$ cat config.mk
export PLATFORM = sky130hd
export DESIGN_NAME = mem_access_unit
export DESIGN_NICKNAME = d
export VERILOG_FILES = /design/src/rtl/mem_access_pkg.sv /design/src/rtl/wait_timer.sv /design/src/rtl/mem_access_unit.sv
export SDC_FILE = /design/constraint.sdc
export NUM_CORES = 1
export LEC_CHECK = 0
export ABC_AREA = 1
export CAP_MARGIN = 20
export CORE_ASPECT_RATIO = 0.75
export CORE_MARGIN = 1
export CORE_UTILIZATION = 46
export CTS_CLUSTER_DIAMETER = 50
export DETAILED_ROUTE_END_ITERATION = 10
export GPL_TIMING_DRIVEN = 0
export HOLD_SLACK_MARGIN = 0.1
export PLACE_DENSITY = 0.9
export SLEW_MARGIN = 5
export SYNTH_ARGS = -nofsm -noshare
export SYNTH_HDL_FRONTEND = slang
export SYNTH_SLANG_ARGS = --single-unit
export TNS_END_PERCENT = 100
$ cat constraint.sdc
create_clock -name clk -period 2.9 [get_ports clk]
set_input_delay 0.725 -clock clk [delete_from_list [all_inputs] [get_ports clk]]
set_output_delay 0.725 -clock clk [all_outputs]
set_load 0.01 [all_outputs]
$ cat src/rtl/mem_access_pkg.sv
// mem_access_pkg: shared state encoding and timeout default for the memory access unit
package mem_access_pkg;
    typedef enum logic [2:0] {IDLE, FETCH, LOAD, STORE, DONE} state_t;
    localparam logic [7:0] TIMEOUT_DEF = 8'd255;
endpackage

$ cat src/rtl/wait_timer.sv
// wait_timer: counts memory wait cycles and flags the cycle in which the limit is reached
module wait_timer
    import mem_access_pkg::*;
#(
    parameter logic [7:0] LIMIT = TIMEOUT_DEF
) (
    input  logic clk,
    input  logic rst,
    input  logic clear,
    input  logic en,
    output logic expired
);
    logic [7:0] count;
    logic [7:0] count_inc;

    assign count_inc = count + 8'd1;
    // expiry fires in the cycle whose increment would reach LIMIT, so a request waits exactly LIMIT cycles
    assign expired = en && (count_inc == LIMIT);

    always_ff @(posedge clk or negedge rst) begin
        if (!rst) count <= '0;
        else if (clear) count <= '0;
        else if (en) count <= count_inc;
    end
endmodule

$ cat src/rtl/mem_access_unit.sv
// mem_access_unit: single-outstanding fetch/load/store controller with timeout and misalignment faults
module mem_access_unit
    import mem_access_pkg::*;
#(
    parameter int ADDR_W = 32,
    parameter int DATA_W = 32,
    parameter logic [7:0] TIMEOUT = TIMEOUT_DEF
) (
    input  logic              clk,
    input  logic              rst,
    input  logic              fetch_req,
    input  logic              load_req,
    input  logic              store_req,
    input  logic [ADDR_W-1:0] pc,
    input  logic [ADDR_W-1:0] data_addr,
    input  logic [DATA_W-1:0] wdata,
    output logic [DATA_W-1:0] instr,
    output logic [ADDR_W-1:0] old_pc,
    output logic [DATA_W-1:0] rdata,
    output logic              busy,
    output logic              done,
    output logic              err,
    output logic              mem_req,
    output logic              mem_we,
    output logic [ADDR_W-1:0] mem_addr,
    output logic [DATA_W-1:0] mem_wdata,
    input  logic [DATA_W-1:0] mem_rdata,
    input  logic              mem_ready
);
    state_t state, nxt;
    logic waiting, expired, data_req, misalign, acc, fault;

    assign busy     = state != IDLE;
    assign waiting  = state == FETCH || state == LOAD || state == STORE;
    assign data_req = store_req || load_req;
    assign misalign = data_req && data_addr[1:0] != 2'b00;
    assign acc      = state == IDLE && (data_req || fetch_req) && !misalign;
    assign fault    = (state == IDLE && misalign) || (waiting && expired);

    wait_timer #(.LIMIT(TIMEOUT)) u_timer (
        .clk    (clk),
        .rst    (rst),
        .clear  (!waiting),
        .en     (waiting && !mem_ready),
        .expired(expired)
    );

    always_comb begin
        nxt = state;
        if (acc) nxt = store_req ? STORE : load_req ? LOAD : FETCH;
        else if (waiting && (mem_ready || expired)) nxt = mem_ready ? DONE : IDLE;
        else if (state == DONE) nxt = IDLE;
    end

    always_ff @(posedge clk or negedge rst) begin
        if (!rst) begin
            state     <= IDLE;
            mem_req   <= 1'b0;
            mem_we    <= 1'b0;
            done      <= 1'b0;
            err       <= 1'b0;
            instr     <= '0;
            old_pc    <= '0;
            rdata     <= '0;
            mem_addr  <= '0;
            mem_wdata <= '0;
        end else begin
            state   <= nxt;
            mem_req <= nxt == FETCH || nxt == LOAD || nxt == STORE;
            mem_we  <= nxt == STORE;
            done    <= nxt == DONE;
            err     <= fault;
            if (acc) begin
                mem_addr  <= data_req ? data_addr : pc;
                mem_wdata <= wdata;
            end
            // mem_addr still holds the fetch pc while the fetch is outstanding
            if (state == FETCH && mem_ready) begin
                instr  <= mem_rdata;
                old_pc <= mem_addr;
            end
            if (state == LOAD && mem_ready) rdata <= mem_rdata;
        end
    end
endmodule

---- Word level (Yosys, flattened, before mapping) ----
Index checks and enable logic that the tools add are counted.
cells by class
  multipliers ............................. 0
  $lt $le $gt $ge ......................... 0
  divide/modulo/power cells ............... 0
  shifts and indexed selects .............. 0
  mux-type cells .......................... 9
  equality and inequality tests ........... 10
  bitwise logic cells ..................... 0
  reductions and logical operators ........ 23
  add/sub/neg operators ................... 1
operators by type and width
  operator                                                          count
  32-bit two-way mux                                                1
  8-bit two-way mux                                                 2
  3-bit by 2-bit == test with 1-bit output (second input constant)  4
  3-bit two-way mux                                                 4
  1-bit logical AND                                                 10
  8-bit by 1-bit adder with 8-bit output (second input constant)    1
  8-bit == test (second input constant)                             1
  1-bit logical OR                                                  8
  3-bit by 1-bit == test with 1-bit output (second input constant)  2
  3-bit == test (second input constant)                             2
  2-bit two-way mux                                                 2
  3-bit zero test                                                   1
  3-bit nonzero test                                                1
  1-bit zero test                                                   2
  2-bit by 1-bit != test with 1-bit output (second input constant)  1
  2-bit nonzero test                                                1
storage, ports and cells
  bits in registers ....................... 175
  memories ................................ 0
  memory bits (writable) .................. 0
  bits in latches ......................... 0
  output and inout port bits .............. 165
  ROM bits ................................ 0
  input bits .............................. 134

---- Longest topological paths before layout ----
Gate-level depths: netlist of the first run.
  word-level depth ........................ 12
  mapped depth ............................ 12
  depth with buffers taken out ............ 12

---- Hierarchy ----
From an unflattened synthesis of the first run, not the netlist that was laid out.
unflattened totals
  cells, all modules ...................... 740
  area total of the unflattened synthesis .. 7,070.5 µm²
by module, submodules not included
  module           cells an instance  area each (µm²)  times used
  mem_access_unit  669                6,580.1          1
  wait_timer       71                 490.5            1

---- Worst setup path after synthesis of the first run ----
No wires, ideal clock.
  path type ............................... input -> register
  from .................................... in load_req
  to ...................................... reg mem_wdata[10]
  setup slack ............................. 1.193 ns
  path buffers ............................ 2
  data arrival time ....................... 1.591 ns
  library setup time ...................... 0.116 ns
  stages .................................. 8
  cells stage by stage .................... nor2_4 > inv_2 > o211ai_4 > inv_2 > buf_6 > buf_2 > nand2_1 > nand2_1
on the way
  longest elaborated chain between the ends .. 4
RTL lines
  item                                                   line                                          text
  start: declaration                                     mem_access_unit.sv:12                         input logic load_req,
  1-bit logical OR (*)                                   mem_access_unit.sv:35                         assign data_req = store_req || load_req;
  1-bit logical OR or 1-bit logical AND (tied branches)  mem_access_unit.sv:37, mem_access_unit.sv:36
  1-bit logical AND or 1-bit zero test (tied branches)   mem_access_unit.sv:37                         assign acc = state == IDLE && (data_req || fetch_req) && !misalign;
  1-bit logical AND (*)                                  mem_access_unit.sv:37
  end signal: assignment                                 mem_access_unit.sv:75                         mem_wdata <= wdata;
  end: declaration                                       mem_access_unit.sv:26                         output logic [DATA_W-1:0] mem_wdata,
Mark *: on every way between the ends. The rest lies on a longest branch, timed or not.
A chain may end at the register's enable or synchronous reset.

---- Worst setup path after layout of the first run ----
  from .................................... reg state[0]
  to ...................................... out busy
on the way
  longest elaborated chain between the ends .. 1
RTL lines
  item                      line                   text
  start: declaration        mem_access_unit.sv:30  state_t state, nxt;
  start signal: assignment  mem_access_unit.sv:68  state <= nxt;
  3-bit nonzero test        mem_access_unit.sv:33  assign busy = state != IDLE;
  end: declaration          mem_access_unit.sv:20  output logic busy,
No other way between the ends.

==> results of run 1 <==
==> logic make-up after synthesis <==
family          count (synthesis)  share of synthesized area [%]
mux                            30                           4.76
fa+ha+maj                       2                          0.352
xor+xnor                        2                          0.247
buf+inv                        86                           5.23
compound gates                113                           10.7
flops                         175                           61.7
simple gates                  310                           17.1
==> synth_stat cells, drive strengths merged <==
cell type / count / share of area, %
nor2: 77 / 4.4
ha: 2 / 0.35
a22o: 1 / 0.12
buf: 19 / 1.7
o31ai: 30 / 4.4
inv: 50 / 2.6
xor2: 2 / 0.25
clkbuf: 17 / 0.90
o22ai: 2 / 0.18
o211ai: 1 / 0.30
a21oi: 1 / 0.070
nand3: 10 / 0.85
o21ai: 78 / 5.6
mux2: 30 / 4.8
nand2: 223 / 12
dfrtp: 175 / 62
==> cell usage in the layout, fill, tap and decap left out, types with 5 or more instances in the layout <==
master	Yosys	routed
buf_2	15	15
o31ai_2	18	18
inv_2	5	5
nand2_1	222	222
o21ai_0	73	73
mux2_2	28	28
inv_1	45	45
o31ai_1	12	12
clkbuf_1	17	20
nor2_1	74	74
clkdlybuf4s50_1	0	297
clkbuf_16	0	17
nand3_1	8	8
dfrtp_1	175	175
==> per-layer routing <==
layer,vias up,routed length (um)
met4,0,610
li1,2927,-
met2,286,10600
met1,3043,8600
met3,39,1920
met5,-,0
==> power by group through the flow <==
stage	Combinational [W]	Sequential (W)	Clock [W]
floorplan	0.00156	0.00462	0
global placement	0.00483	0.00416	0
detailed placement	0.00497	0.00421	0
CTS	0.00501	0.00419	0.00231
global route	0.00536	0.00432	0.00241
finish	0.00498	0.00419	0.00228
==> area by class of cell <==
| class | instances | area [um2] |
|---|---|---|
| buffer | 36 | 184 |
| clock buffer | 21 | 450 |
| clock inverter | 11 | 131 |
| fill | 982 | 3840 |
| inverter | 50 | 188 |
| multi-input combinational | 457 | 2350 |
| sequential | 175 | 4380 |
| tap | 200 | 250 |
| timing repair buffer | 299 | 3020 |
==> sequential cells by signal, summed over array words and instances (netlist names), 3 cells and up <==
name and cells:
mem_addr 32, rdata 32, state 3, old_pc 32
mem_wdata 32, instr 32, u_timer.count 8
==> stage by stage <==
stage / hold slack (ns) / util [%] / instance area (um2) / cells
global placement: 0.461 / 69.9 / 10300 / 1216
CTS: 0.312 / 74.0 / 10900 / 1249
finish: 0.295 / 74.0 / 10900 / 1249
floorplan: 0.429 / - / 7100 / 718
detailed placement: 0.468 / 70.1 / 10400 / 1217
global route: 0.323 / 74.0 / 10900 / 1249
==> critical path, delay by kind of cell (launching register included) <==
kind | cells | cell delay, ns
flip-flops | 1 | 0.40
buffers and inverters | 3 | 0.68
AND/OR/NAND/NOR | 2 | 0.33
==> path summary, 6_finish.rpt <==
| path | startpoint | to | cells after the start |
|---|---|---|---|
| worst max-delay path | state[0] | busy | 5 |
| worst min-delay path | rst | instr[12] | 1 |
| worst max register to register | u_timer.count[1] | mem_req | 9 |
| worst min register to register | mem_wdata[0] | mem_wdata[0] | 2 |
| max in group asynchronous | rst | mem_addr[29] | 2 |
| min in group clk | mem_wdata[0] | mem_wdata[0] | 2 |
==> results.yml, run 1 <==
clock_network:
  cts.clk_slew.worst_paths_ns: 0.07
  post_cts_resized: 0
  cts_buffers: 17
  clockBufferDepth: 2
  cts_hold_buffers: 0
  htree_num_levels: 4
  post_cts_buffers: 0
  clock_sinks: 175
  cts_tree: "done"
  worst_skew_pair.late_latency_ns: 0.42
  root_buffer: "clkbuf_16"
pwr:
  p_switching_w: 0.00395
  p_total_w: 0.0115
  powerDensity_nw_per_um2: 1050
  total_leakage_power_nw: 5.07
  netSwitchingFraction_pct: 34.5
  ir_worst_vdd_v: 0.000698
  power.internal_w: 0.00751
  pwr-share-clk_pct: 19.9
  combPwrFrac_pct: 43.5
  pwr-share-seq_pct: 36.6
logic_synthesis:
  synth.avg_cell_area_um2: 9.89
  synth.distinct_cells: 25
  synth_warnings: 0
  ys_seq_area_share_pct: 61.7
  synth_cells: 718
  synthesis.area_um2: 7100
  syn-num-nets: 854
  ys_seq_elements: 175
outcome:
  status: "finished, final reports clean"
global_route:
  grt_max_degree: 90
  grtUsageMet1_pct: 33.6
  grt_antenna_before_repair: 0
  grt_pass1_wl_mm: 33.5
  met2_usage_pct: 47.1
  grt_pass1_vias: 6261
  grt-ovfl-total: 0
  grt_use_met3_pct: 9.21
  busiest_layer: "met2"
  grt_use_total_pct: 27.8
routing:
  viasPerCell: 5.04
  dr.pass1.iters: 5
  dr.first_iter.drc_count: 439
  drc: 0
  wl_per_cell_um: 17.4
  routed_wl_mm: 21.7
  final_antenna_net_count: 0
  vias: 6295
worst_setup_path:
  path_max_fanout: 3
  critical_path_arrival_ns: 1.83
  cp-start-kind: "flop"
  path_cells: "inv_2 > nand2_2 > nor2_1 > inv_1 > clkdlybuf4s50_1"
  r2r_slack_ns: 1.15
  worstSetupPathType: "flop to output pin"
  slowest_stage: "clkdlybuf4s50_1"
  slowest_delay_ns: 0.50
  worst_setup_path_end_kind: "output pin"
  required_ns: 2.17
timing:
  worst_slew_pin_slew_ns: 0.648
  finClkSkew_ns: 0.00787
  hold_violations: 0
  fmax_mhz: 392
  setup_tns_ns: 0
  setup_viol: 0
  period_share_pct: 87.9
  max-slew-margin-rel_pct: 56.8
  drv_slew: 0
  timing.final.ws_setup_ns: 0.350
  period_minus_slack_ns: 2.55
  grt_setup_unrepaired: "false"
floorplan:
  die_w_um: 145
  die_area_um2: 15900
  core.rowCount: 38
  die_y_um: 110
  start_util_pct: 48.0
  io_pins: 299
  core_region_area_um2: 14800
final_layout:
  syn_to_final_growth_pct: 54.2
  antenna_cells: 0
  layout-drive-gt1-share_pct: 10.4
  final_nets: 1172
min_path:
  hp-class: "input pin to async pin"
flow_run:
  maxCapViolCount: 0
placed_design:
  gp_congestion: 0.899
  post-place-ws_ns: 0.290
  port_buffers: 298
  hpwl_mm: 16.0
(Power assumes the default switching activity.)
==> run 2: changes to the inputs <==
Settings changed: CAP_MARGIN 20 to 10.
==> results of run 2 <==
No change in the layout: final DEF, timing and power equal those of run 1.
==> run 3: changes to the inputs <==
Settings changed: CTS_CLUSTER_DIAMETER 50 to 40.
==> results of run 3 <==
No change in the layout: final DEF, timing and power equal those of run 1.
